File: src/rtl/vid_timing_gen.sv
// Video timing generator: command-bus register file (shadow + active copies),
// pixel-clock divider, h/v counters and registered sync/blank/de strobes.
module vid_timing_gen #(
  parameter int CW = 13
) (
  input  logic          clk,
  input  logic          reset,
  input  logic          selin,
  input  logic [2:0]    cmdin,
  input  logic [31:0]   addrdatain,
  output logic          ackout,
  output logic          hsync,
  output logic          hblank,
  output logic          vsync,
  output logic          vblank,
  output logic          de,
  output logic          frame_start,
  output logic [CW-1:0] hcount,
  output logic [CW-1:0] vcount
);

  typedef enum logic {W_IDLE, W_DATA} wstate_t;

  typedef struct packed {
    logic          en;
    logic [5:0]    pcnt;
    logic          hpol;
    logic          vpol;
    logic [CW-1:0] hend;
    logic [CW-1:0] hsize;
    logic [CW-1:0] hs_end;
    logic [CW-1:0] hs_start;
    logic [CW-1:0] vend;
    logic [CW-1:0] vsize;
    logic [CW-1:0] vs_end;
    logic [CW-1:0] vs_start;
  } regs_t;

  wstate_t       state, state_n;
  logic [7:0]    offset;
  logic          wr_en;
  regs_t         sh, sh_n, act, act_n;
  logic [5:0]    div, div_n;
  logic          tick, wrap;
  logic [CW-1:0] h_n, v_n;
  logic          unused_data;

  // Only the offset byte and the field bits carry meaning on the bus.
  assign unused_data = ^addrdatain;

  // Bus write sequencing: address phase arms, data phase commits.
  always_comb begin
    state_n = state;
    wr_en   = 1'b0;
    case (state)
      W_IDLE: if (selin && cmdin == 3'b100) state_n = W_DATA;
      W_DATA: if (selin) begin
        wr_en   = 1'b1;
        state_n = W_IDLE;
      end
      default: state_n = W_IDLE;
    endcase
  end

  // Bus state, latched offset and acknowledge pulse.
  always_ff @(posedge clk or negedge reset) begin
    if (!reset) begin
      state  <= W_IDLE;
      offset <= '0;
      ackout <= 1'b0;
    end else begin
      state  <= state_n;
      ackout <= wr_en;
      if (state == W_IDLE && state_n == W_DATA) offset <= addrdatain[7:0];
    end
  end

  // Shadow register update from a committed data phase; unknown offsets drop.
  always_comb begin
    sh_n = sh;
    if (wr_en) begin
      case (offset)
        8'h00: begin
          sh_n.en   = addrdatain[3];
          sh_n.pcnt = addrdatain[9:4];
          sh_n.hpol = addrdatain[10];
          sh_n.vpol = addrdatain[11];
        end
        8'h28: begin
          sh_n.hend  = addrdatain[CW-1:0];
          sh_n.hsize = addrdatain[2*CW-1:CW];
        end
        8'h30: begin
          sh_n.hs_end   = addrdatain[CW-1:0];
          sh_n.hs_start = addrdatain[2*CW-1:CW];
        end
        8'h38: begin
          sh_n.vend  = addrdatain[CW-1:0];
          sh_n.vsize = addrdatain[2*CW-1:CW];
        end
        8'h40: begin
          sh_n.vs_end   = addrdatain[CW-1:0];
          sh_n.vs_start = addrdatain[2*CW-1:CW];
        end
        default: ;
      endcase
    end
  end

  // Divider, counters and active-register reload.
  // While disabled the active copy tracks the incoming shadow value so an
  // enable takes effect the cycle after its data phase; at the wrap tick the
  // old shadow value is taken so a coincident write waits a frame.
  always_comb begin
    tick  = act.en && (div == act.pcnt);
    wrap  = tick && (hcount == act.hend) && (vcount == act.vend);
    act_n = act;
    if (!act.en)   act_n = sh_n;
    else if (wrap) act_n = sh;
    div_n = (!act.en || tick) ? '0 : div + 6'd1;
    h_n   = hcount;
    v_n   = vcount;
    if (!act_n.en) begin
      h_n = '0;
      v_n = '0;
    end else if (tick) begin
      if (hcount == act.hend) begin
        h_n = '0;
        v_n = (vcount == act.vend) ? '0 : vcount + 1'b1;
      end else begin
        h_n = hcount + 1'b1;
      end
    end
  end

  // State registers; strobes are decoded from next-state values so they
  // line up with the registered counters.
  always_ff @(posedge clk or negedge reset) begin
    if (!reset) begin
      sh          <= '0;
      act         <= '0;
      div         <= '0;
      hcount      <= '0;
      vcount      <= '0;
      hblank      <= 1'b1;
      vblank      <= 1'b1;
      hsync       <= 1'b0;
      vsync       <= 1'b0;
      de          <= 1'b0;
      frame_start <= 1'b0;
    end else begin
      sh          <= sh_n;
      act         <= act_n;
      div         <= div_n;
      hcount      <= h_n;
      vcount      <= v_n;
      hblank      <= !act_n.en || (h_n >= act_n.hsize);
      vblank      <= !act_n.en || (v_n >= act_n.vsize);
      hsync       <= act_n.hpol ^ (act_n.en && (act_n.hs_start <= h_n) && (h_n < act_n.hs_end));
      vsync       <= act_n.vpol ^ (act_n.en && (act_n.vs_start <= v_n) && (v_n < act_n.vs_end));
      de          <= act_n.en && (h_n < act_n.hsize) && (v_n < act_n.vsize);
      frame_start <= wrap && act_n.en;
    end
  end

endmodule

File: config.mk
export PLATFORM = sky130hd
export DESIGN_NAME = vid_timing_gen
export DESIGN_NICKNAME = d
export VERILOG_FILES = /design/src/rtl/vid_timing_gen.sv
export SDC_FILE = /design/constraint.sdc
export NUM_CORES = 1
export LEC_CHECK = 0
export BUFFER_PORTS_ARGS = -buffer_cell sky130_fd_sc_hd__buf_4
export CAP_MARGIN = 5
export CORE_UTILIZATION = 40
export DETAILED_ROUTE_END_ITERATION = 16
export HOLD_SLACK_MARGIN = 0.12
export PLACE_DENSITY = 0.55
export SYNTH_ARGS = -nofsm -noshare
export SYNTH_HDL_FRONTEND = slang
export SYNTH_SLANG_ARGS = --single-unit
File: constraint.sdc
create_clock -name clk -period 4.9 [get_ports clk]
set_clock_uncertainty 0.05 [all_clocks]
set_input_delay 0.98 -clock clk [delete_from_list [all_inputs] [get_ports clk]]
set_output_delay 0.98 -clock clk [all_outputs]
set_load 0.005 [all_outputs]
-- Word level (Yosys, flattened, before mapping)
Index checks and enable logic that the tools add are counted.
- add/subtract/negate cells: 3
- $lt $le $gt $ge: 8
- equality and inequality tests: 9
- multiplexer cells: 21
- bitwise logic cells: 3
- reductions and logical operators: 18
- operators by type and width (operator ; count):
    $mux W113 ; 3
    $mux W26 ; 4
    $mux W13 ; 7
    $lt A13 B13 Y1 ; 4
    $add A13 B1 Y13 const B ; 2
    $eq A13 B13 Y1 ; 2
    $ge A13 B13 Y1 ; 2
    $le A13 B13 Y1 ; 2
    $eq A8 B6 Y1 const B ; 3
    $logic_and A1 B1 Y1 ; 12
    $mux W9 ; 1
    $eq A8 B7 Y1 const B ; 1
    $logic_not A8 Y1 ; 1
    $add A6 B1 Y6 const B ; 1
    $eq A6 B6 Y1 ; 1
    $mux W6 ; 1
    $mux W1 ; 4
    $eq A3 B3 Y1 const B ; 1
    $logic_or A1 B1 Y1 ; 3
    $logic_not A1 Y1 ; 2
    $ne A2 B1 Y1 const B ; 1
    $pmux W1 S2 ; 1
    $xor A1 B1 Y1 ; 2
    $not A1 Y1 ; 1
- register bits after elaboration: 274
- bits of input ports: 38
- output and inout bits: 33
- logic and storage cells: 98

-- Logic depth before layout (Yosys ltp)
Gate-level depths: netlist of run 1.
- depth after elaboration: 11
- mapped depth: 21
- gate-level depth less buffers: 19

-- Worst setup path before layout of run 1
No wires, ideal clock.
- path kind: input -> register
- from: input port selin
- to: register vsync
- library setup time: 0.079 ns
- arrival: 4.234 ns
- required time: 4.771 ns
- path slack: 0.536 ns
- stages: 19
- path buffers: 2
- cell sequence: nand3b_1 -> or4_4 -> buf_6 -> nor2_4 -> mux2i_1 -> and2_4 -> or2_1 -> buf_2 -> or2_1 -> inv_1 -> ha_1 -> a21o_1 -> a21o_1 -> a21oi_1 -> nor3_1 -> a211oi_1 -> o21ai_0 -> a2111oi_2 -> xor2_1
- cells in the longest elaborated chain, start to end: 9
- elaborated cells on any way between the ends: 10
- those cells by class: order compare: 2; mux: 5; bitwise: 1; reduce/logical: 2
- ends and longest elaborated chain (what ; line ; source):
    start: declaration ; 8 ; input logic selin,
    $mux W1 * ; 57 ; W_DATA: if (selin) begin
    $mux W1 * ; 55 ; case (state)
    $mux W113 * ; 81 ; if (wr_en) begin
    $mux W113 * ; 118 ; if (!act.en) act_n = sh_n;
    $mux W13 * ; 123 ; if (!act_n.en) begin
    via v_n[2] ; 45 ; logic [CW-1:0] h_n, v_n;
    $le A13 B13 Y1 ; 160 ; vsync <= act_n.vpol ^ (act_n.en && (act_n.vs_start <= v_n) && (v_n < act_n.vs_end));
    $logic_and A1 B1 Y1 ; 160 ;
    $logic_and A1 B1 Y1 * ; 160 ;
    $xor A1 B1 Y1 * ; 160 ;
    end signal: assignment ; 160 ;
    end: declaration ; 14 ; output logic vsync,
Mark *: on every way through the listed nets, which the timed path passes. The rest lies on a longest branch.
A chain may end at the register's enable or synchronous reset.

-- Worst setup path after layout of run 1
- from: register act[111] (netlist bit)
- to: register vblank
- cells in the longest elaborated chain, start to end: 9
- elaborated cells on any way between the ends: 11
- those cells by class: order compare: 1; eq/ne: 1; mux: 4; reduce/logical: 5
- ends and longest elaborated chain (what ; line ; source):
    start: declaration ; 42 ; regs_t sh, sh_n, act, act_n;
    start signal: assignment ; 153 ; act <= act_n;
    $eq A6 B6 Y1 * ; 115 ; tick = act.en && (div == act.pcnt);
    $logic_and A1 B1 Y1 * ; 115 ;
    $logic_and A1 B1 Y1 (2 in a row) ; 116 ; wrap = tick && (hcount == act.hend) && (vcount == act.vend);
    $mux W113 ; 119 ; else if (wrap) act_n = sh;
    $mux W113 ; 118 ;
    $mux W13 * ; 123 ;
    via v_n[6] ; 45 ;
    $ge A13 B13 Y1 * ; 158 ; vblank <= !act_n.en || (v_n >= act_n.vsize);
    $logic_or A1 B1 Y1 * ; 158 ;
    end signal: assignment ; 158 ;
    end: declaration ; 15 ; output logic vblank,
Mark *: on every way through the listed nets, which the timed path passes. The rest lies on a longest branch. The select of a mux whose other input is x is not followed.

==> results.md, run 1 <==
- The run finished with clean final reports.
- The internal power of the cells totals 5180 uW.
- The floorplan die area is 0.0353 mm^2.
- Of the total power, registers draw a little over a third.
- In this run the standard cell core region covers ~0.034 mm^2.
- For this run, the detailed router's first-pass iteration total came to 5.
- Detailed placement finished with a half-perimeter wire length of approximately 25,000 um.
- Once detail routing completed, the nets flagged for antenna violations numbered 0.
- The switching fraction of total power is between 30% and 40%.
- The largest net degree at the start of global routing is about 120.
- The insertion delay of the later-clocked pin in the worst-skew pair is between 0.5 and 0.6 ns.
- The pre-CTS setup slack is 0.0847 ns.
- Routability-driven placement finished with a final weighted congestion of 0.828.
- The routed wire length is between 30,000 and 40,000 um.
- In the final routed layout, each cell accounts on average for slightly below 20 um.
- The number of global-route vias before repair was approximately 10,000.
- Yosys printed 0 warnings.
- Summing all multi-input logic gate instances after layout gives a little over 0.006 mm^2.
- The final critical path takes up 90.3% of the cycle.
- The sequential share of the synthesized area is just under 50%.
- When the netlist entered floorplanning its net count stood at 1,478.
- The library cell used most frequently in the layout, excluding fill and tap cells, is sky130_fd_sc_hd__dfrtp_1.
- The count of distinct cell types in the synthesized netlist is 59.
- The via-per-instance ratio is around 5.3.
- The worst path meets setup with ~0.47 ns of slack.
- The portion of total power attributed to the clock network is between 20% and 30%.
- The x dimension of the die is between 150 and 200 um.
- Setup repair after global routing left no endpoint under its margin.
- The mapped netlist covers roughly 0.014 mm^2.
- From synthesis to final layout, the design area changed by 16.2%.
- The count of endpoints failing hold in the final timing report is 0.
- The endpoint type of the worst setup path is a flop.
- The count of max-cap constraint violations is 0.
- The startpoint of the worst register-to-register path is act[111]$_DFFE_PN0P_.
- The async set-reset flop share out of synthesis is 100%.
- The clock period could shrink to between 4 and 5 ns.
- The slew at the pin closest to its max-slew limit is just under 1 ns.
- The total routing resource utilization after global routing is approximately a fifth.
- The library cells used most frequently in the layout, excluding fill and tap cells, are 271 x sky130_fd_sc_hd__dfrtp_1, 190 x sky130_fd_sc_hd__nand2_1, 138 x sky130_fd_sc_hd__inv_1, 100 x sky130_fd_sc_hd__buf_4, 79 x sky130_fd_sc_hd__ha_1.
- Synthesis handed over a netlist of 1,361 instances.
- The power density normalized to cell area is about 500 mW/mm^2.
- The number of I/O port buffers is 64.
- The startpoint type of the worst setup path is a flop.
- The launch point of the critical path is act[111]$_DFFE_PN0P_.
- The effective utilization at floorplan is between 40% and 50%.
- The start-to-end type of the worst setup path is reg2reg.
- The data required time at the worst endpoint is about 5.3 ns.
- The mean post-synth cell area is about 10 um^2.
- VDD sags by at most 336 uV.
- The sequential cells in the finished layout cover a total of between 0.006 and 0.007 mm^2.
- Summed over all nets, the switching power comes to 3010 uW.
- The number of placement rows is 67.
- The root buffer selected by CTS is sky130_fd_sc_hd__clkbuf_16.
- The achievable frequency is about 230 MHz.
- The number of design rule violations left after detail routing is 0.
- From bottom edge to top edge, the die measures 188 um.
- For this block, the initial DRC count from the detailed router was 592.
- The most common flop cell mapped by yosys is sky130_fd_sc_hd__dfrtp_1.
- The initial antenna violation count came to 1.
- CTS built an H-tree with a depth of 1.
- The power share of the combinational group is around 37%.
- The TritonCTS sink count is about 270.
- The final net count is 1,553.
- The final total negative setup slack is 0 ns.
- The CTS clock-pin slew for the worst setup and hold paths is 0.06 ns.
- The number of buffers added by the clock tree synthesis step is 31.
- The proportion of layout cells with a drive suffix above 1 is ~17%.
- Pin placement for this block handled between 70 and 80 I/O pins.
- The final setup violation count is 0.
- The filler cell count in the final layout is around 3,200.
- Data arrives at the worst endpoint at approximately 4.8 ns.
- The worst relative slew slack is 33.2%.
- The longest clock path from root to sink contains 3 buffers.
- The worst hold path belongs to the class in2async.
- The synthesized design contains 0 enable-type register cells.
- The remaining global-route overflow is 0.
- The count of pins over their slew limit is 0.
- In this run, synthesis produced a sequential element count of ~270.
- The largest fanout of any net on the critical path is 8.
- Detailed routing inserted a total of ~10,000 vias.
- The first global-routing pass estimated 58,700 um of wire.
- TritonCTS built the clock tree.
- For this design the static power due to leakage is between 0.008 and 0.009 uW.
-- per-stage QoR --
step	util [%]	total power (uW)	cell area [um^2]	std cells	hold slack, ns
after floorplan	-	4820	13800	1361	0.417
after global placement	44.4	5830	15000	1850	0.430
after detailed placement	44.4	5880	15000	1850	0.440
after CTS	47.4	8250	16000	1906	0.454
after global routing	47.5	8770	16100	1907	0.476
final	47.5	8190	16100	1908	0.427
-- timing repair --
item | CTS | global route
resized for setup | 0 | 3
hold buffers | 0 | 0
setup buffers | 0 | 1
endpoints found under the setup margin | 0 | 4
-- worst max-delay path, stage by stage (launching register included) --
cell and delay [ns]:
sky130_fd_sc_hd__dfrtp_1 0.40, sky130_fd_sc_hd__xor2_1 0.19, sky130_fd_sc_hd__nor4_4 0.39, sky130_fd_sc_hd__and3_1 0.33, sky130_fd_sc_hd__and3_2 0.37, sky130_fd_sc_hd__and3_1 0.31
sky130_fd_sc_hd__nand2_1 0.09, sky130_fd_sc_hd__xor2_1 0.14, sky130_fd_sc_hd__or2_2 0.29, sky130_fd_sc_hd__inv_1 0.12, sky130_fd_sc_hd__ha_1 0.26, sky130_fd_sc_hd__a21o_1 0.19
sky130_fd_sc_hd__a21o_1 0.18, sky130_fd_sc_hd__a21oi_1 0.19, sky130_fd_sc_hd__o21ai_0 0.11, sky130_fd_sc_hd__a31oi_1 0.17, sky130_fd_sc_hd__o21ai_0 0.13, sky130_fd_sc_hd__or3_1 0.42
-- Yosys cell counts (all sizes together), types with 23 or more instances --
| cell type | count | area (um^2) |
|---|---|---|
| xnor2 | 26 | 228 |
| dfrtp | 272 | 6810 |
| ha | 79 | 988 |
| a21oi | 23 | 115 |
| clkbuf | 44 | 179 |
| nand3 | 61 | 305 |
| o21ai | 73 | 365 |
| and3 | 41 | 257 |
| inv | 139 | 522 |
| mux2 | 70 | 788 |
| a31oi | 30 | 188 |
| xor2 | 35 | 307 |
| nor2 | 58 | 225 |
| nand2 | 191 | 724 |
| mux2i | 52 | 521 |
| a221o | 32 | 320 |
-- flip-flops by register name, summed over array words and instances, names as in the netlist, 6 cells and up --
name	flops
sh	113
hcount	13
vcount	13
act	113
div	6
offset	8
-- per-layer routing --
metal	global-route usage [%]	share of wire [%]	vias up
li1	-	-	4809
met1	29.9	48	5078
met2	35.5	47	182
met3	2.36	3.5	39
met4	3.91	1.7	0
met5	0	0	-
-- power groups by stage --
stage / clock network, uW / registers, uW / logic (uW)
6_report: 2330 / 2860 / 3000
5_1_grt: 2480 / 2900 / 3380
4_1_cts: 2390 / 2860 / 3000
3_5_place_dp: 0 / 2900 / 2980
3_3_place_gp: 0 / 2880 / 2950
2_1_floorplan: 0 / 2860 / 1960
-- logic make-up after synthesis --
group	Yosys count	share of synthesized area [%]
multiplexers	122	9.48
adder cells (fa/ha/maj)	79	7.16
AND/OR/NAND/NOR	428	14.8
AO/OA/AOI/OAI	192	9.18
flip-flops	274	49.7
buffers and inverters	205	5.89
XOR/XNOR	61	3.87
-- area by class of cell --
cell class                      count  share of cell area [%]
Antenna cell                        1                  0.0156
Inverter                          139                    3.25
Clock inverter                      6                   0.655
Sequential cell                   274                    42.8
Multi-Input combinational cell    882                    38.4
Tap cell                          448                    3.49
Clock buffer                       50                    5.78
Timing Repair Buffer              108                    5.64
-- final timing paths --
path	endpoint	cells after the start	slack, ns
worst min register to register	sh[20]$_DFF_PN0_	2	0.45
max in group asynchronous	vblank$_DFF_PN1_	2	3.39
worst max-delay path	vblank$_DFF_PN1_	17	0.47
min in group clk	sh[20]$_DFF_PN0_	2	0.45
worst max register to register	vblank$_DFF_PN1_	17	0.47
worst min-delay path	offset[0]$_DFFE_PN0P_	1	0.43
Power figures use the tool's default switching activity.
==> inputs of run 2 (changes only) <==
--- a/config.mk
+++ b/config.mk
@@ -7,6 +7,7 @@
 export LEC_CHECK = 0
 export BUFFER_PORTS_ARGS = -buffer_cell sky130_fd_sc_hd__buf_4
 export CAP_MARGIN = 5
+export CORE_ASPECT_RATIO = 0.5
 export CORE_UTILIZATION = 40
 export DETAILED_ROUTE_END_ITERATION = 16
 export HOLD_SLACK_MARGIN = 0.12
==> run 2 against run 1 <==
Against the previous run: final cell count fell by 0.26%; utilization up 0.45 points; combinational power about the same; worst hold slack got worse by 0.097 ns; sequential share of layout area is 0.070 points lower; via count increased by 1.4%; sequential power is essentially flat; critical path depth unchanged; routed wire length grew 3.5%; count of clock-buffer cells in the layout fell by 17; die area grew 0.13%; critical path type unchanged; largest cell class unchanged; largest power group unchanged.
==> results.md, run 2 (synthesis gave the netlist of run 1 again) <==
- The first detailed-routing pass ran for 5 iterations.
- The first-pass GRT wire length is roughly 60,000 um.
- The finished layout holds 1,903 standard cells, fillers aside.
- The number of global-route vias before repair is between 10,000 and 15,000.
- The largest registers in the layout are act: 113 flops, sh: 113 flops.
- The start-to-end type of the worst setup path is reg2reg.
- For this run, the top clock speed supported by timing is roughly 220 MHz.
- The filler cell count in the final layout is roughly 3,100.
- Once detail routing completed, the nets flagged for antenna violations numbered 0.
- The I/O pin total is 71.
- The top cell types in the final layout, fill and taps aside, are 271 x sky130_fd_sc_hd__dfrtp_1, 190 x sky130_fd_sc_hd__nand2_1, 138 x sky130_fd_sc_hd__inv_1, 108 x sky130_fd_sc_hd__buf_4, 79 x sky130_fd_sc_hd__ha_1.
- After the last flow step, the layout net total stands at 1,558.
- The worst hold slack across all endpoints is roughly 0.33 ns.
- Wire segments on met3 add up to approximately 2200 um in the final route.
- The proportion of layout cells with a drive suffix above 1 is between 10% and 20%.
- The run finished with clean final reports.
- The startpoint type of the worst setup path is a flop.
- Before CTS, the worst setup slack after placement is -0.149 ns.
- Row generation in the floorplan step produced 47 rows.
- Clock-pin slew was measured on the worst setup and hold paths at around 0.070 ns.
- Summed over all layers, the global routing overflow is 0.
- The total routing resource utilization after global routing is 22.0%.
- The detailed-routing wirelength on met1 is around 18,000 um.
- The number of setup buffers added after CTS is 0.
- The floorplan die area is between 0.03 and 0.04 mm^2.
- In the routed layout, each cell is associated on average with a via count of ~5.4.
- The highest metal layer with signal wires is met4.
- The initial antenna violation count is 5.
- The average wire length per cell after detail routing is between 15 and 20 um.
- The tree is rooted in a sky130_fd_sc_hd__clkbuf_16.
- From bottom edge to top edge, the die measures 133 um.
- For this configuration, the core starts out at a cell density of between 40 and 50%.
- The most common cell after layout, fill and taps aside is sky130_fd_sc_hd__dfrtp_1.
- Dividing the final minimum period by the clock period gives between 90 and 100%.
- The final critical-path required period is 4.47 ns.
- Setup repair after global routing left no endpoint under its margin.
- The slew at the pin closest to its max-slew limit is 0.991 ns.
- The maximum level of the CTS H-tree is 1.
- The x dimension of the die is around 260 um.
- The largest fanout of any net on the critical path is 7.
- At the worst endpoint, the required time is between 5 and 6 ns.
- The routed wire length is 38,000 um.
- Routability-driven placement finished with a final weighted congestion of ~0.84.
- The count of endpoints failing hold in the final timing report came to 0.
- In this run, placement finished with an instance count of between 1,500 and 2,000.
- Summed over all nets, wire length on met2 after detailed routing comes to about 17,000 um.
- For this design, the sink count on the clock tree is approximately 270.
- During placement, the flow inserted port buffers numbering 64.
- The area growth from synthesis to layout is 16.4%.
- The largest net degree at the start of global routing is around 140.
- Data arrives at the worst endpoint at a little under 5 ns.
- The endpoint type of the worst setup path is a flop.
- After detailed routing, the number of remaining DRC violations is 0.
- The power density normalized to cell area is ~510 mW/mm^2.
- The clock reaches the later pin of the worst-skew pair after 0.55 ns.
- The final setup violation count is 0.
- In this run, the number of DRC markers left after iteration 0 of detailed routing was around 730.
- The wire-length estimate of the detail-placed layout is 26,800 um.
- In this run the deepest clock path goes through 3 buffers.
- The peak supply drop is approximately 270 uV.
- The cell count of the worst reg-to-reg path is 17.
- The min-delay analysis places its worst path in the category in2async.
- Max-cap violations in this run came to 0.
- The floorplan step defined a core boundary enclosing ~0.034 mm^2.
- Headroom to the max-slew limit came out at about a third.
- The count of pins over their slew limit came to 0.
- For this design the static power due to leakage is approximately 0.009 uW.
- TritonCTS built the clock tree.
- In this run, CTS created clock tree buffers numbering 27.
- The routed layout has 10,300 vias.
- The slowest library cell on the worst path is sky130_fd_sc_hd__dfrtp_1.
- In the post-route analysis, the smallest setup slack over all paths is between 0.4 and 0.5 ns.
- The largest single stage delay on the critical path is ~0.56 ns.
- The signal on the critical path passes through xnor2_1 -> nand2_1 -> nor4_1 -> buf_4 -> and3_2 -> buf_4 -> and3_1 -> nand4_1 -> xor2_1 -> or2_1 -> ha_1 -> a21oi_1 -> o21ai_0 -> a2111oi_0 -> a21oi_1 -> a2111oi_2 -> xor2_1.
-- run 2: cell count changes in the layout (fill, tap and decap cells not counted), moves of 3 or more --
cell	delta
sky130_fd_sc_hd__buf_4	+8
sky130_fd_sc_hd__clkbuf_16	-4
sky130_fd_sc_hd__clkbuf_1	-10
sky130_fd_sc_hd__clkbuf_8	-3
sky130_fd_sc_hd__bufinv_16	+3
sky130_fd_sc_hd__clkinvlp_4	+4
-- run 2: power breakdown --
group	switching (uW)	leakage, uW	internal (uW)
registers	188	0.00370	2700
clock network	928	0.000480	1400
logic	1980	0.00477	1030
-- run 2: metrics by stage --
stage / total power, uW / util, % / area [um^2] / setup TNS [ns]
final: 8230 / 48.0 / 16100 / 0
after global placement: 5810 / 45.0 / 15100 / -0.104
after global routing: 8760 / 48.0 / 16100 / 0
after floorplan: 4820 / - / 13800 / 0
after detailed placement: 5900 / 45.0 / 15100 / -0.149
after CTS: 8260 / 47.9 / 16100 / 0
-- run 2: per-layer routing --
metal  vias up  GRT usage, %
met5         -             0
met4         0          5.14
met3        52          3.75
met2       207          34.3
met1      5190          32.0
li1       4804             -
-- run 2: final cells by class --
class | instances | area [um^2] | area share [%]
Tap cell | 441 | 552 | 3.43
Timing Repair Buffer | 117 | 986 | 6.13
Multi-Input combinational cell | 882 | 6160 | 38.3
Inverter | 139 | 522 | 3.24
Clock buffer | 33 | 748 | 4.65
Clock inverter | 16 | 248 | 1.54
Sequential cell | 274 | 6860 | 42.7
Antenna cell | 1 | 2.50 | 0.0156
-- run 2: final timing paths --
path	from	to	slack (ns)
hold reg to reg	sh[28]$_DFF_PN0_	sh[28]$_DFF_PN0_	0.45
hold / removal	reset	offset[2]$_DFFE_PN0P_	0.33
min in group clk	sh[28]$_DFF_PN0_	sh[28]$_DFF_PN0_	0.45
max in group asynchronous	reset	act[112]$_DFF_PN0_	3.41
setup / recovery	hcount[7]$_DFF_PN0_	vsync$_DFF_PN0_	0.43
setup reg to reg	hcount[7]$_DFF_PN0_	vsync$_DFF_PN0_	0.43
-- run 2: what timing repair did --
item / 4_1_cts / 5_1_grt
endpoints found under the setup margin: 0 / 2
hold buffers: 0 / 0
resized for setup: 0 / 4
-- run 2: worst max-delay path: cells and delay by family, from the launching register on --
kind / cells / cell delay (ns)
AOI/OAI and AO/OA: 5 / 1.26
xor gates and xnor gates: 3 / 0.50
and+or+nand+nor: 6 / 1.32
adders and majority gates: 1 / 0.34
DFF: 1 / 0.56
buffers and inverters: 2 / 0.35
==> inputs of run 3 (changes only) <==
--- a/config.mk
+++ b/config.mk
@@ -8,10 +8,10 @@
 export BUFFER_PORTS_ARGS = -buffer_cell sky130_fd_sc_hd__buf_4
 export CAP_MARGIN = 5
 export CORE_ASPECT_RATIO = 0.5
-export CORE_UTILIZATION = 40
+export CORE_UTILIZATION = 60
 export DETAILED_ROUTE_END_ITERATION = 16
 export HOLD_SLACK_MARGIN = 0.12
-export PLACE_DENSITY = 0.55
+export PLACE_DENSITY = 0.77
 export SYNTH_ARGS = -nofsm -noshare
 export SYNTH_HDL_FRONTEND = slang
 export SYNTH_SLANG_ARGS = --single-unit
==> run 3 against run 2 <==
Against the previous run: power decreased by 7.8%; sequential cell count did not move; sequential share of layout area rose by 1.9 points; critical endpoint unchanged.
==> results.md, run 3 (synthesis gave the netlist of run 1 again) <==
- Of the total power, the clock network draws 24.0%.
- The library cell used most frequently in the layout, excluding fill and tap cells, is sky130_fd_sc_hd__dfrtp_1.
- The root buffer selected by CTS is sky130_fd_sc_hd__clkbuf_16.
- The register area is a little under 0.007 mm^2.
- In this run switching power makes up between 30% and 40% of total power.
- The data required time at the worst endpoint is 5.31 ns.
- During placement, the flow inserted port buffers numbering 64.
- Tracing the worst setup path back leads to its startpoint at div[2]$_DFF_PN0_.
- The static leakage is slightly below 0.009 uW.
- The largest fanout of any net on the critical path is 8.
- The endpoint identified for the worst register-to-register timing path is vsync$_DFF_PN0_.
- The final weighted congestion in routability-driven placement is a little under 0.9.
- At the worst endpoint, the arrival time is between 4 and 5 ns.
- The first global-routing pass estimated between 50,000 and 60,000 um of wire.
- The die is between 200 and 250 um wide.
- After layout, the worst path uses around 90% of the clock period.
- The slew at the pin closest to its max-slew limit is 1.07 ns.
- The class of the worst hold path is reg2reg.
- Across the run, the number of max-cap violations was 0.
- Once the clock tree was built, the resizer swapped 0 gates to a different size.
- Clock-pin slew was measured on the worst setup and hold paths at 0.07 ns.
- Registers are responsible for a little under two fifths of the overall power.
- The HPWL reported at the end of detailed placement is between 20,000 and 25,000 um.
- The startpoint identified for the worst register-to-register timing path is div[2]$_DFF_PN0_.
- The TritonCTS sink count is about 270.
- The largest net degree at the start of global routing is 158.
- Overall power consumption after layout is estimated at 7590 uW.
- In this run the post-CTS setup repair buffer count came out at 0.
- The detailed router used layers up to and including met4.
- Summed over all layers, the routed wires come to ~36,000 um.
- The largest registers in the layout are act: 113 flops, sh: 113 flops.
- The worst setup path is captured at a flop.
- For this run, the post-layout net count is around 1,500.
- Across the VDD grid, the largest voltage drop is between 300 and 400 uV.
- The number of global-route vias before repair is 10,100.
- The net switching power figure is around 3000 uW.
- At the placement stage, the worst setup path has a slack of ~0.041 ns.
- The number of design rule violations left after detail routing is 0.
- The floorplan has 38 rows.
- The number of diodes is 0.
- The count of endpoints failing hold in the final timing report is 0.
- Final hold analysis gives a worst-case slack of 0.450 ns.
- The power share of the combinational group is between 30% and 40%.
- The flow ran to the end, and the final reports show no timing, DRC or antenna violations.
- The power density normalized to cell area is around 500 mW/mm^2.
- Setup repair after global routing left no endpoint under its margin.
- In this run the most critical hold path is launched from sh[29]$_DFF_PN0_.
- The startpoint type of the worst setup path is a flop.
- The detailed-routing wirelength on met1 is about 17,000 um.
- In this run, post-CTS hold repair placed 0 buffers.
- The slowest library cell on the worst path is sky130_fd_sc_hd__or4_1.
- In the layout the commonest cells are 271 x sky130_fd_sc_hd__dfrtp_1, 190 x sky130_fd_sc_hd__nand2_1, 138 x sky130_fd_sc_hd__inv_1, 85 x sky130_fd_sc_hd__buf_4, 79 x sky130_fd_sc_hd__ha_1.
- For this configuration, the core starts out at a cell density of between 60% and 70%.
- Relative to the synthesized area, the layout overhead comes to 11.5%.
- The worst register-to-register path has a setup slack of about 0.38 ns.
- In the final routed layout, each cell accounts on average for roughly 21 um.
- The worst path meets setup with about 0.38 ns of slack.
- The start-to-end type of the worst setup path is reg2reg.
- The signal on the critical path passes through xor2_1 -> nor4_2 -> and3_1 -> and3_1 -> and3_1 -> nand4_1 -> xor2_1 -> or2_1 -> ha_1 -> nand4_1 -> or4_1 -> o21ai_0 -> a21oi_1 -> a2111oi_2 -> xor2_1.
- Counting cells, the worst reg-to-reg path comes to 15.
- After floorplanning, the core was sized to cover ~0.022 mm^2.
- In this run the remaining antenna-violating nets after routing total 0.
- The insertion delay of the later-clocked pin in the worst-skew pair is about 0.54 ns.
- Clock tree synthesis inserted a total of 24 buffers.
- Adding up every negative setup slack in the final design gives 0 ns.
- During I/O placement, the number of pins put on the boundary was a little over 70.
- After the first detailed-routing iteration, the DRC count stood at roughly 1,300.
- In this run the number of H-tree levels came out at 1.
- The path with the worst hold slack has its endpoint at sh[29]$_DFF_PN0_.
- The proportion of layout cells with a drive suffix above 1 is between 10% and 20%.
- The final route contains 10,400 vias.
- The final critical-path required period is 4.52 ns.
- The count of cells along the worst hold path is 2.
- TritonCTS built the clock tree.
- The final setup violation count is 0.
- The length of the first detailed-routing pass in iterations is 7.
- Headroom to the max-slew limit came out at about 29%.
- After detailed routing, the met3 layer carries approximately 2800 um of wire.
- The number of buffers on the longest clock path is 3.
- Global routing consumed, over all layers together, a little under a third of the routing resources.
- The internal portion of the total power is roughly 4600 uW.
- For this run, the top clock speed supported by timing is 221 MHz.
- The floorplan step defined a die boundary enclosing about 0.024 mm^2.
- The count of pins over their slew limit came to 0.
- The multi-input combinational cells in the finished layout cover a total of 0.00615 mm^2.
- Dividing the detail-routed via count by the number of cells gives between 6 and 7.
- The filler cell count in the final layout is between 1,500 and 2,000.
- Global routing finished with a remaining overflow of 0.
- The largest single stage delay on the critical path is 0.52 ns.
- The met2 wire length is about 16,000 um.
- The initial antenna violation count is 0.
- Measured along the y axis, the die boundary spans 109 um.
==> run 3: layout make-up <==
type	instances	share of cell area, %
Inverter	139	3.39
Clock buffer	37	4.48
Sequential cell	274	44.6
Clock inverter	6	0.195
Timing Repair Buffer	92	5.02
Tap cell	300	2.44
Multi-Input combinational cell	882	39.9
==> run 3: worst max path at each step <==
stage / slack [ns] / end
2_1_floorplan: 0.54 / vsync$_DFF_PN0_
3_3_place_gp: 0.11 / hsync$_DFF_PN0_
3_5_place_dp: 0.04 / hsync$_DFF_PN0_
4_1_cts: 0.42 / vsync$_DFF_PN0_
5_1_grt: 0.02 / hsync$_DFF_PN0_
6_report: 0.38 / vsync$_DFF_PN0_
==> run 3: metrics by stage <==
| stage | instance area (um^2) | instances | utilization [%] |
|---|---|---|---|
| floorplan | 13800 | 1361 | - |
| global placement | 14700 | 1687 | 66.4 |
| detailed placement | 14700 | 1687 | 66.4 |
| CTS | 15400 | 1730 | 69.7 |
| global route | 15400 | 1730 | 69.7 |
| finish | 15400 | 1730 | 69.7 |
==> run 3: critical path: cells and delay by family, from the launching register on <==
family	cells	cell delay (ns)
AO/OA/AOI/OAI	3	0.48
AND/OR/NAND/NOR	8	2.62
XOR/XNOR	3	0.52
adder cells (fa/ha/maj)	1	0.34
flip-flops	1	0.44
==> run 3: per-layer routing <==
layer / track usage [%] / vias to the layer above
met2: 46.5 / 362
li1: - / 4749
met4: 6.89 / 0
met1: 48.1 / 5245
met3: 5.24 / 48
met5: 0 / -
==> run 3: power groups by stage <==
stage               Sequential, uW  Clock, uW  Combinational (uW)
floorplan                     2860          0                1960
CTS                           2880       1850                2850
detailed placement            2920          0                2820
global route                  2920       1940                3190
finish                        2880       1820                2890
global placement              2890          0                2720
